File: src/rtl/alu_issue_decode.sv
// RV32I decode-and-issue stage: derives ALU operands/control from an instruction
// and holds results in a two-entry head/skid buffer with a registered in_ready.
module alu_issue_decode (
    input  logic        clk,
    input  logic        rst_n,
    input  logic        flush,
    input  logic        in_valid,
    output logic        in_ready,
    input  logic [31:0] instr,
    input  logic [31:0] pc,
    input  logic [31:0] rs1_data,
    input  logic [31:0] rs2_data,
    output logic        out_valid,
    input  logic        out_ready,
    output logic [31:0] op1,
    output logic [31:0] op2,
    output logic [3:0]  alu_control,
    output logic [4:0]  rd_out,
    output logic [31:0] pc_out,
    output logic        illegal
);

    typedef enum logic [1:0] {
        S_EMPTY,
        S_ONE,
        S_TWO
    } state_t;

    typedef enum logic [3:0] {
        ALU_ADD  = 4'b0000,
        ALU_SUB  = 4'b0001,
        ALU_AND  = 4'b0010,
        ALU_OR   = 4'b0011,
        ALU_XOR  = 4'b0100,
        ALU_SLL  = 4'b0101,
        ALU_SRL  = 4'b0110,
        ALU_SRA  = 4'b0111,
        ALU_SLT  = 4'b1000,
        ALU_SLTU = 4'b1001
    } alu_op_t;

    typedef struct packed {
        logic [31:0] op1;
        logic [31:0] op2;
        alu_op_t     ctrl;
        logic [4:0]  rd;
        logic [31:0] pc;
        logic        illegal;
    } entry_t;

    localparam logic [6:0] OPC_OP     = 7'b0110011;
    localparam logic [6:0] OPC_OP_IMM = 7'b0010011;
    localparam logic [6:0] OPC_LUI    = 7'b0110111;
    localparam logic [6:0] OPC_AUIPC  = 7'b0010111;
    localparam logic [6:0] OPC_LOAD   = 7'b0000011;
    localparam logic [6:0] OPC_STORE  = 7'b0100011;
    localparam logic [6:0] OPC_BRANCH = 7'b1100011;
    localparam logic [6:0] OPC_JAL    = 7'b1101111;
    localparam logic [6:0] OPC_JALR   = 7'b1100111;

    localparam logic [6:0] F7_BASE = 7'b0000000;
    localparam logic [6:0] F7_ALT  = 7'b0100000;

    logic [6:0]  opcode;
    logic [2:0]  funct3;
    logic [6:0]  funct7;
    logic [31:0] imm_i;
    logic [31:0] imm_s;
    logic [31:0] imm_u;
    logic [31:0] shamt;

    assign opcode = instr[6:0];
    assign funct3 = instr[14:12];
    assign funct7 = instr[31:25];
    assign imm_i  = {{20{instr[31]}}, instr[31:20]};
    assign imm_s  = {{20{instr[31]}}, instr[31:25], instr[11:7]};
    assign imm_u  = {instr[31:12], 12'b0};
    assign shamt  = {27'b0, instr[24:20]};

    logic        dec_legal;
    logic [31:0] dec_op1;
    logic [31:0] dec_op2;
    alu_op_t     dec_ctrl;
    entry_t      dec_entry;

    always_comb begin
        dec_legal = 1'b1;
        dec_op1   = rs1_data;
        dec_op2   = rs2_data;
        dec_ctrl  = ALU_ADD;
        case (opcode)
            OPC_OP: begin
                if (!((funct7 == F7_BASE) ||
                      ((funct7 == F7_ALT) && ((funct3 == 3'b000) || (funct3 == 3'b101)))))
                    dec_legal = 1'b0;
                case (funct3)
                    3'b000:  dec_ctrl = funct7[5] ? ALU_SUB : ALU_ADD;
                    3'b001:  dec_ctrl = ALU_SLL;
                    3'b010:  dec_ctrl = ALU_SLT;
                    3'b011:  dec_ctrl = ALU_SLTU;
                    3'b100:  dec_ctrl = ALU_XOR;
                    3'b101:  dec_ctrl = funct7[5] ? ALU_SRA : ALU_SRL;
                    3'b110:  dec_ctrl = ALU_OR;
                    default: dec_ctrl = ALU_AND;
                endcase
            end
            OPC_OP_IMM: begin
                dec_op2 = imm_i;
                case (funct3)
                    3'b000: dec_ctrl = ALU_ADD;
                    3'b001: begin
                        dec_ctrl  = ALU_SLL;
                        dec_op2   = shamt;
                        dec_legal = (funct7 == F7_BASE);
                    end
                    3'b010: dec_ctrl = ALU_SLT;
                    3'b011: dec_ctrl = ALU_SLTU;
                    3'b100: dec_ctrl = ALU_XOR;
                    3'b101: begin
                        dec_ctrl  = funct7[5] ? ALU_SRA : ALU_SRL;
                        dec_op2   = shamt;
                        dec_legal = (funct7 == F7_BASE) || (funct7 == F7_ALT);
                    end
                    3'b110:  dec_ctrl = ALU_OR;
                    default: dec_ctrl = ALU_AND;
                endcase
            end
            OPC_LUI: begin
                dec_op1 = '0;
                dec_op2 = imm_u;
            end
            OPC_AUIPC: begin
                dec_op1 = pc;
                dec_op2 = imm_u;
            end
            OPC_LOAD:  dec_op2 = imm_i;
            OPC_STORE: dec_op2 = imm_s;
            OPC_BRANCH: begin
                case (funct3[2:1])
                    2'b00:   dec_ctrl = ALU_SUB;
                    2'b10:   dec_ctrl = ALU_SLT;
                    2'b11:   dec_ctrl = ALU_SLTU;
                    default: dec_legal = 1'b0;
                endcase
            end
            OPC_JAL: begin
                dec_op1 = pc;
                dec_op2 = 32'd4;
            end
            OPC_JALR: begin
                dec_op1   = pc;
                dec_op2   = 32'd4;
                dec_legal = (funct3 == 3'b000);
            end
            default: dec_legal = 1'b0;
        endcase
    end

    // Unsupported encodings still occupy a slot so ordering is preserved downstream.
    always_comb begin
        dec_entry.op1     = dec_legal ? dec_op1 : '0;
        dec_entry.op2     = dec_legal ? dec_op2 : '0;
        dec_entry.ctrl    = dec_legal ? dec_ctrl : ALU_ADD;
        dec_entry.rd      = instr[11:7];
        dec_entry.pc      = pc;
        dec_entry.illegal = ~dec_legal;
    end

    state_t state_q, state_d;
    entry_t head_q, head_d;
    entry_t skid_q, skid_d;
    logic   in_ready_q, in_ready_d;
    logic   accept;
    logic   pop;

    assign accept = in_valid & in_ready_q;
    assign pop    = (state_q != S_EMPTY) & out_ready;

    always_comb begin
        state_d = state_q;
        head_d  = head_q;
        skid_d  = skid_q;
        if (flush) begin
            state_d = S_EMPTY;
        end else begin
            case (state_q)
                S_EMPTY: begin
                    if (accept) begin
                        state_d = S_ONE;
                        head_d  = dec_entry;
                    end
                end
                S_ONE: begin
                    if (accept && pop) begin
                        head_d = dec_entry;
                    end else if (accept) begin
                        state_d = S_TWO;
                        skid_d  = dec_entry;
                    end else if (pop) begin
                        state_d = S_EMPTY;
                    end
                end
                S_TWO: begin
                    if (pop) begin
                        state_d = S_ONE;
                        head_d  = skid_q;
                    end
                end
                default: state_d = S_EMPTY;
            endcase
        end
        // Ready is registered from the next occupancy so no ready path reaches out_ready.
        in_ready_d = (state_d != S_TWO);
    end

    always_ff @(posedge clk or negedge rst_n) begin
        if (!rst_n) begin
            state_q    <= S_EMPTY;
            head_q     <= '0;
            skid_q     <= '0;
            in_ready_q <= 1'b1;
        end else begin
            state_q    <= state_d;
            head_q     <= head_d;
            skid_q     <= skid_d;
            in_ready_q <= in_ready_d;
        end
    end

    assign in_ready    = in_ready_q;
    assign out_valid   = (state_q != S_EMPTY);
    assign op1         = head_q.op1;
    assign op2         = head_q.op2;
    assign alu_control = head_q.ctrl;
    assign rd_out      = head_q.rd;
    assign pc_out      = head_q.pc;
    assign illegal     = head_q.illegal;

endmodule

File: config.mk
export PLATFORM = sky130hd
export DESIGN_NAME = alu_issue_decode
export DESIGN_NICKNAME = d
export VERILOG_FILES = /design/src/rtl/alu_issue_decode.sv
export SDC_FILE = /design/constraint.sdc
export NUM_CORES = 1
export LEC_CHECK = 0
export ABC_AREA = 1
export BUFFER_PORTS_ARGS = -buffer_cell sky130_fd_sc_hd__buf_4
export CAP_MARGIN = 25
export CORE_MARGIN = 1.5
export CORE_UTILIZATION = 55
export CTS_CLUSTER_SIZE = 28
export DETAILED_ROUTE_END_ITERATION = 12
export GPL_TIMING_DRIVEN = 0
export PLACE_DENSITY_LB_ADDON = 0.1
export SLEW_MARGIN = 40
export SYNTH_ARGS = -nofsm -noshare
export SYNTH_HDL_FRONTEND = slang
export SYNTH_SLANG_ARGS = --single-unit
File: constraint.sdc
create_clock -name clk -period 2.1 [get_ports clk]
set_input_delay 0.21 -clock clk [delete_from_list [all_inputs] [get_ports clk]]
set_output_delay 0.21 -clock clk [all_outputs]
set_load 0.05 [all_outputs]
==> results.sh, run 1 <==
export IMPL_die_area_um2=20100
export IMPL_yosysUniqueCellTypes=29
export IMPL_final_cells=2013
export IMPL_peakVddDrop_mv=0.627
export IMPL_drt_total_wl_um=33000
export IMPL_crit_path_end_kind="flip-flop"
export IMPL_synth_top_area_cell="dfrtp_1"
export IMPL_min_period_ps=1970
export IMPL_syn_area_um2=10600
export IMPL_grt_pass1_vias=10200
export IMPL_synth_flop_cell="dfrtp_1"
export IMPL_critPathKind="flip-flop to flip-flop"
export IMPL_ys_ff_latch=215
export IMPL_cts_sinks=215
export IMPL_dp_hpwl_um=23500
export IMPL_via_count=11000
export IMPL_rows=50
export IMPL_syn_num_nets=1594
export IMPL_path_max_fanout=10
export IMPL_leakagePower_nw=7.86
export IMPL_drc=0
export IMPL_powerDensity_nw_per_um2=821
export IMPL_whs_path_depth=3
export IMPL_first_iter_violations=874
export IMPL_synth_top_area_share=0.507
export IMPL_cts_tree="yes"
export IMPL_final_cell_mix="nand2_1, buf_4, dfrtp_1, nor2_1, o21ai_0"
export IMPL_cts_buffers_inserted=24
export IMPL_routabilityCongestion=0.923
export IMPL_io_pins=241
export IMPL_postCtsSetupBuffers=0
export IMPL_total_power_mw=11.4
export IMPL_setup_ws_ps=130
export IMPL_syn_to_final_growth_pct=31.5
export IMPL_grt_max_degree=64
export IMPL_syn_inst=1457
export IMPL_rsz0062_at_grt="false"
export IMPL_ys_warn_count=0
export IMPL_clock_root_buffer="clkbuf_16"
export IMPL_pre_cts_ws_ps=-267
export IMPL_hold_viol_final=0
export IMPL_fin_nets=1901
export IMPL_fmax_mhz=508
export IMPL_clock_path_buffers=3
export IMPL_start_util=0.563
export IMPL_synth_edf_count=0
export IMPL_tightest_slew_ps=589
export IMPL_placement_io_buffers=240
export IMPL_clk_pin_slew_ps=60
export IMPL_synthArstFlopShare=1.00
export IMPL_grt_pass1_wl_um=52000
export IMPL_final_setup_tns_ps=0
export IMPL_grt_antenna_before_repair=0
export IMPL_syn_avg_cell_area_um2=7.25
export IMPL_vias_per_cell=5.45
export IMPL_fin_skew_ps=6.88
export IMPL_worstRegToRegCells=7
export IMPL_wl_per_cell_um=16.4
export IMPL_critPathLaunchType="flip-flop"
export IMPL_slew_headroom=0.607
export IMPL_h_tree_depth=1
export IMPL_drt_antenna_violating_nets=0
export IMPL_drive_above_1_share=0.189
export IMPL_insertedDiodeCount=0
export IMPL_crit_arrival_ps=2340
export IMPL_die_x_um=142
export IMPL_drv_slew=0
export IMPL_placed_cells=1934
export IMPL_final_common_cell="nand2_1"
export IMPL_synth_area_leaders="dfrtp_1, nand2_1, nor2_1"
export IMPL_track_usage=0.328
export IMPL_die_height_um=142
export IMPL_gr_total_overflow=0
export IMPL_first_pass_iters=5
export IMPL_num_fill_cells=1490
export IMPL_status="complete, no violations"
export IMPL_fin_crit_sh=0.938
export IMPL_worstHoldPathType="input port to flip-flop"
export IMPL_maxCapViolCount=0
export IMPL_yosysSeqAreaShare=0.509
export IMPL_cp_required_ps=2470
export IMPL_core_area_um2=18800
export IMPL_clock_latency_ps=510
export IMPL_setup_violations=0
synthesized netlist by cell type, types with 2 or more instances:
library cell / n
nand4_1: 4
o21ai_0: 96
dfrtp_1: 214
o21ai_1: 40
nand3_2: 3
nand2_1: 619
nor2_1: 191
nor3_1: 2
a31oi_1: 38
clkbuf_1: 66
nand3_1: 81
buf_2: 21
nor2_4: 2
inv_2: 7
a21oi_1: 4
nor2_2: 4
ha_1: 4
buf_1: 3
inv_1: 48
logic make-up after synthesis:
| family | synth area share |
|---|---|
| AO/OA/AOI/OAI | 0.0926 |
| adder cells (fa/ha/maj) | 0.00474 |
| buffers and inverters | 0.0558 |
| flip-flops | 0.509 |
| AND/OR/NAND/NOR | 0.338 |
per-layer routing:
metal	vias to the layer above	routed length [um]	share of wire	global-route usage
li1	5209	-	-	-
met1	5124	14000	0.42	0.461
met2	536	15000	0.46	0.517
met3	92	2610	0.079	0.0456
met4	0	1390	0.042	0.135
met5	-	0	0	0
power breakdown:
group          internal, mW  leakage (nW)  switching, mW  total, mW
sequential             4.62          2.82          0.264       4.88
clock                  2.28         0.355           1.65       3.93
combinational         0.872          4.69           1.73       2.61
total                  7.76          7.86           3.65       11.4
cell type report:
cell class,count,area [um2],share of cell area
Buffer,92,413,0.0297
Clock buffer,36,697,0.0502
Clock inverter,5,27.5,0.00198
Inverter,55,206,0.0149
Multi-Input combinational cell,1095,4600,0.331
Sequential cell,215,5380,0.387
Tap cell,234,293,0.0211
Timing Repair Buffer,281,2270,0.164
flip-flops by register name, summed over array words and instances (netlist names):
name         flops
pc_out          32
skid_q         106
rd_out           5
op2             32
op1             32
in_ready         1
state_q          2
alu_control      4
illegal          1
worst max-delay path, stage by stage, from the launching register on:
cell	delay [ps]
dfrtp_1	380
inv_1	70
nand3_1	80
inv_1	60
nand2_2	220
clkbuf_4	340
clkbuf_1	490
o21ai_0	160
what timing repair did:
item / CTS / global route
hold buffers: 37 / 1
resized for setup: 6 / 30
endpoints found under the hold margin: 154 / 1
pin swaps: 0 / 0
endpoints found under the setup margin: 92 / 180
per-stage QoR:
step / instance area [um2] / utilization / hold WS [ps]
2_1_floorplan: 10600 / - / -85.6
3_3_place_gp: 12700 / 0.675 / 451
3_5_place_dp: 12800 / 0.680 / 125
4_1_cts: 13900 / 0.738 / 0.198
5_1_grt: 13900 / 0.740 / 18.8
6_report: 13900 / 0.740 / 17.6
worst paths after layout:
path,from,end,slack [ps]
hold reg to reg,op2[26],op2[26],480
hold / removal,pc[31],pc_out[31],20
max in group asynchronous,rst_n,in_ready,940
setup reg to reg,state_q[1],skid_q[32],130
min in group asynchronous,rst_n,pc_out[10],180
setup / recovery,state_q[1],skid_q[32],130
Power figures use the tool's default switching activity.
==> run 2, diff against run 1 <==
==> constraint.sdc (replaced) <==
create_clock -name clk -period 2.1 [get_ports clk]
set_input_delay 0.105 -clock clk [delete_from_list [all_inputs] [get_ports clk]]
set_output_delay 0.105 -clock clk [all_outputs]
set_load 0.05 [all_outputs]
==> results.sh, run 2 (synthesized netlist as in run 1, its figures left out) <==
export IMPL_top_usage_layer="met2"
export IMPL_num_fill_cells=1468
export IMPL_gr_total_overflow=0
export IMPL_top_register="skid_q"
export IMPL_final_common_cell="nand2_1"
export IMPL_placed_cells=1934
export IMPL_fin_skew_ps=7.38
export IMPL_cp_slowest_stage_delay_ps=500
export IMPL_final_cells=2026
export IMPL_drt_antenna_violating_nets=0
export IMPL_fin_crit_sh=0.936
export IMPL_critPathKind="flip-flop to flip-flop"
export IMPL_die_height_um=142
export IMPL_hold_viol_final=0
export IMPL_first_pass_iters=5
export IMPL_h_tree_depth=1
export IMPL_syn_to_final_growth_pct=32.7
export IMPL_track_usage=0.332
export IMPL_routabilityCongestion=0.923
export IMPL_grt_antenna_before_repair=0
export IMPL_final_cell_mix="nand2_1, buf_4, dfrtp_1, nor2_1, o21ai_0"
export IMPL_min_period_ps=1970
export IMPL_tightest_slew_ps=595
export IMPL_regArea_um2=5380
export IMPL_largest_register_ffs=106
export IMPL_io_pins=241
export IMPL_crit_buf_inv=4
export IMPL_fin_nets=1914
export IMPL_die_x_um=142
export IMPL_gr_usage_met3=0.0466
export IMPL_crit_path_end_kind="flip-flop"
export IMPL_placement_io_buffers=240
export IMPL_rsz0062_at_grt="false"
export IMPL_cts_buffers_inserted=24
export IMPL_cts_tree="yes"
export IMPL_maxCapViolCount=0
export IMPL_peakVddDrop_mv=0.628
export IMPL_cpMostUsedCell="inv_1"
export IMPL_grt_max_degree=64
export IMPL_start_util=0.563
export IMPL_cp_required_ps=2470
export IMPL_grt_pass1_wl_um=52600
export IMPL_dp_hpwl_um=23500
export IMPL_total_power_mw=11.4
export IMPL_crit_arrival_ps=2330
export IMPL_leakagePower_nw=7.92
export IMPL_powerDensity_nw_per_um2=816
export IMPL_drc=0
export IMPL_cts_sinks=215
export IMPL_clock_path_buffers=3
export IMPL_vias_per_cell=5.47
export IMPL_drt_total_wl_um=33300
export IMPL_drv_slew=0
export IMPL_setup_ws_ps=135
export IMPL_via_count=11100
export IMPL_clock_root_buffer="clkbuf_16"
export IMPL_wl_per_cell_um=16.5
export IMPL_die_area_um2=20100
export IMPL_multi_input_area_um2=4600
export IMPL_path_max_fanout=10
export IMPL_worstHoldPathType="input port to flip-flop"
export IMPL_rows=50
export IMPL_drive_above_1_share=0.188
export IMPL_status="complete, no violations"
export IMPL_crit_family="buffers and inverters"
export IMPL_pre_cts_ws_ps=-267
export IMPL_insertedDiodeCount=0
export IMPL_slew_headroom=0.603
export IMPL_core_area_um2=18800
export IMPL_cp_slowest_cell="clkbuf_1"
export IMPL_clk_pin_slew_ps=60
export IMPL_use_met2=0.521
export IMPL_grt_pass1_vias=10300
export IMPL_rrSetupSlack_ps=130
export IMPL_critPathLaunchType="flip-flop"
export IMPL_fmax_mhz=509
export IMPL_setup_violations=0
export IMPL_clock_latency_ps=510
export IMPL_crit_chain="inv_1 > nand3_1 > inv_1 > nand2_2 > clkbuf_4 > clkbuf_1 > o21ai_0"
export IMPL_grt_use_met1=0.465
export IMPL_first_iter_violations=859
-- run 2: area by class of cell --
class | count | area share
clock inverter | 5 | 0.00196
buffer | 92 | 0.0297
tap | 234 | 0.0209
multi-input combinational | 1095 | 0.328
timing repair buffer | 294 | 0.171
sequential | 215 | 0.384
inverter | 55 | 0.0147
clock buffer | 36 | 0.0497
-- run 2: stage by stage --
stage	util	hold slack (ps)	TNS, ps	area [um2]
after floorplan	-	-191	0	10600
after global placement	0.675	346	-143660	12700
after detailed placement	0.680	20.3	-10450	12800
after CTS	0.746	0.307	0	14000
after global routing	0.747	32.0	0	14000
final	0.747	4.49	0	14000
-- run 2: per-layer routing --
metal  wire, um  part of all wire
met5          0                 0
met4       1390             0.042
met3       2450             0.073
met2      15400              0.46
met1      14100              0.42
-- run 2: worst paths after layout --
path                              start    endpoint  cells past startpoint
hold reg to reg                 op2[26]     op2[26]                      2
max in group asynchronous         rst_n    in_ready                      4
setup / recovery             state_q[1]   skid_q[1]                      7
hold / removal             rs2_data[18]  skid_q[60]                      5
min in group asynchronous         rst_n  pc_out[10]                      2
setup reg to reg             state_q[1]   skid_q[1]                      7
-- run 2: what timing repair did --
action / 4_1_cts / 5_1_grt
cloned: 0 / 0
hold endpoints to repair: 186 / 0
setup buffers: 0 / 0
gates resized for setup: 6 / 31
hold buffers: 51 / 0
setup endpoints to repair: 92 / 181
-- run 2: power breakdown --
group / leakage (nW) / internal (mW) / switching (mW)
sequential: 2.82 / 4.62 / 0.265
clock: 0.355 / 2.28 / 1.65
combinational: 4.74 / 0.890 / 1.74
total: 7.92 / 7.78 / 3.66
-- run 2: worst min-delay path: stages --
cell and delay (ps):
buf_4 110, nand3_1 60, nand3_1 60, nand2_1 80
o21ai_1 60
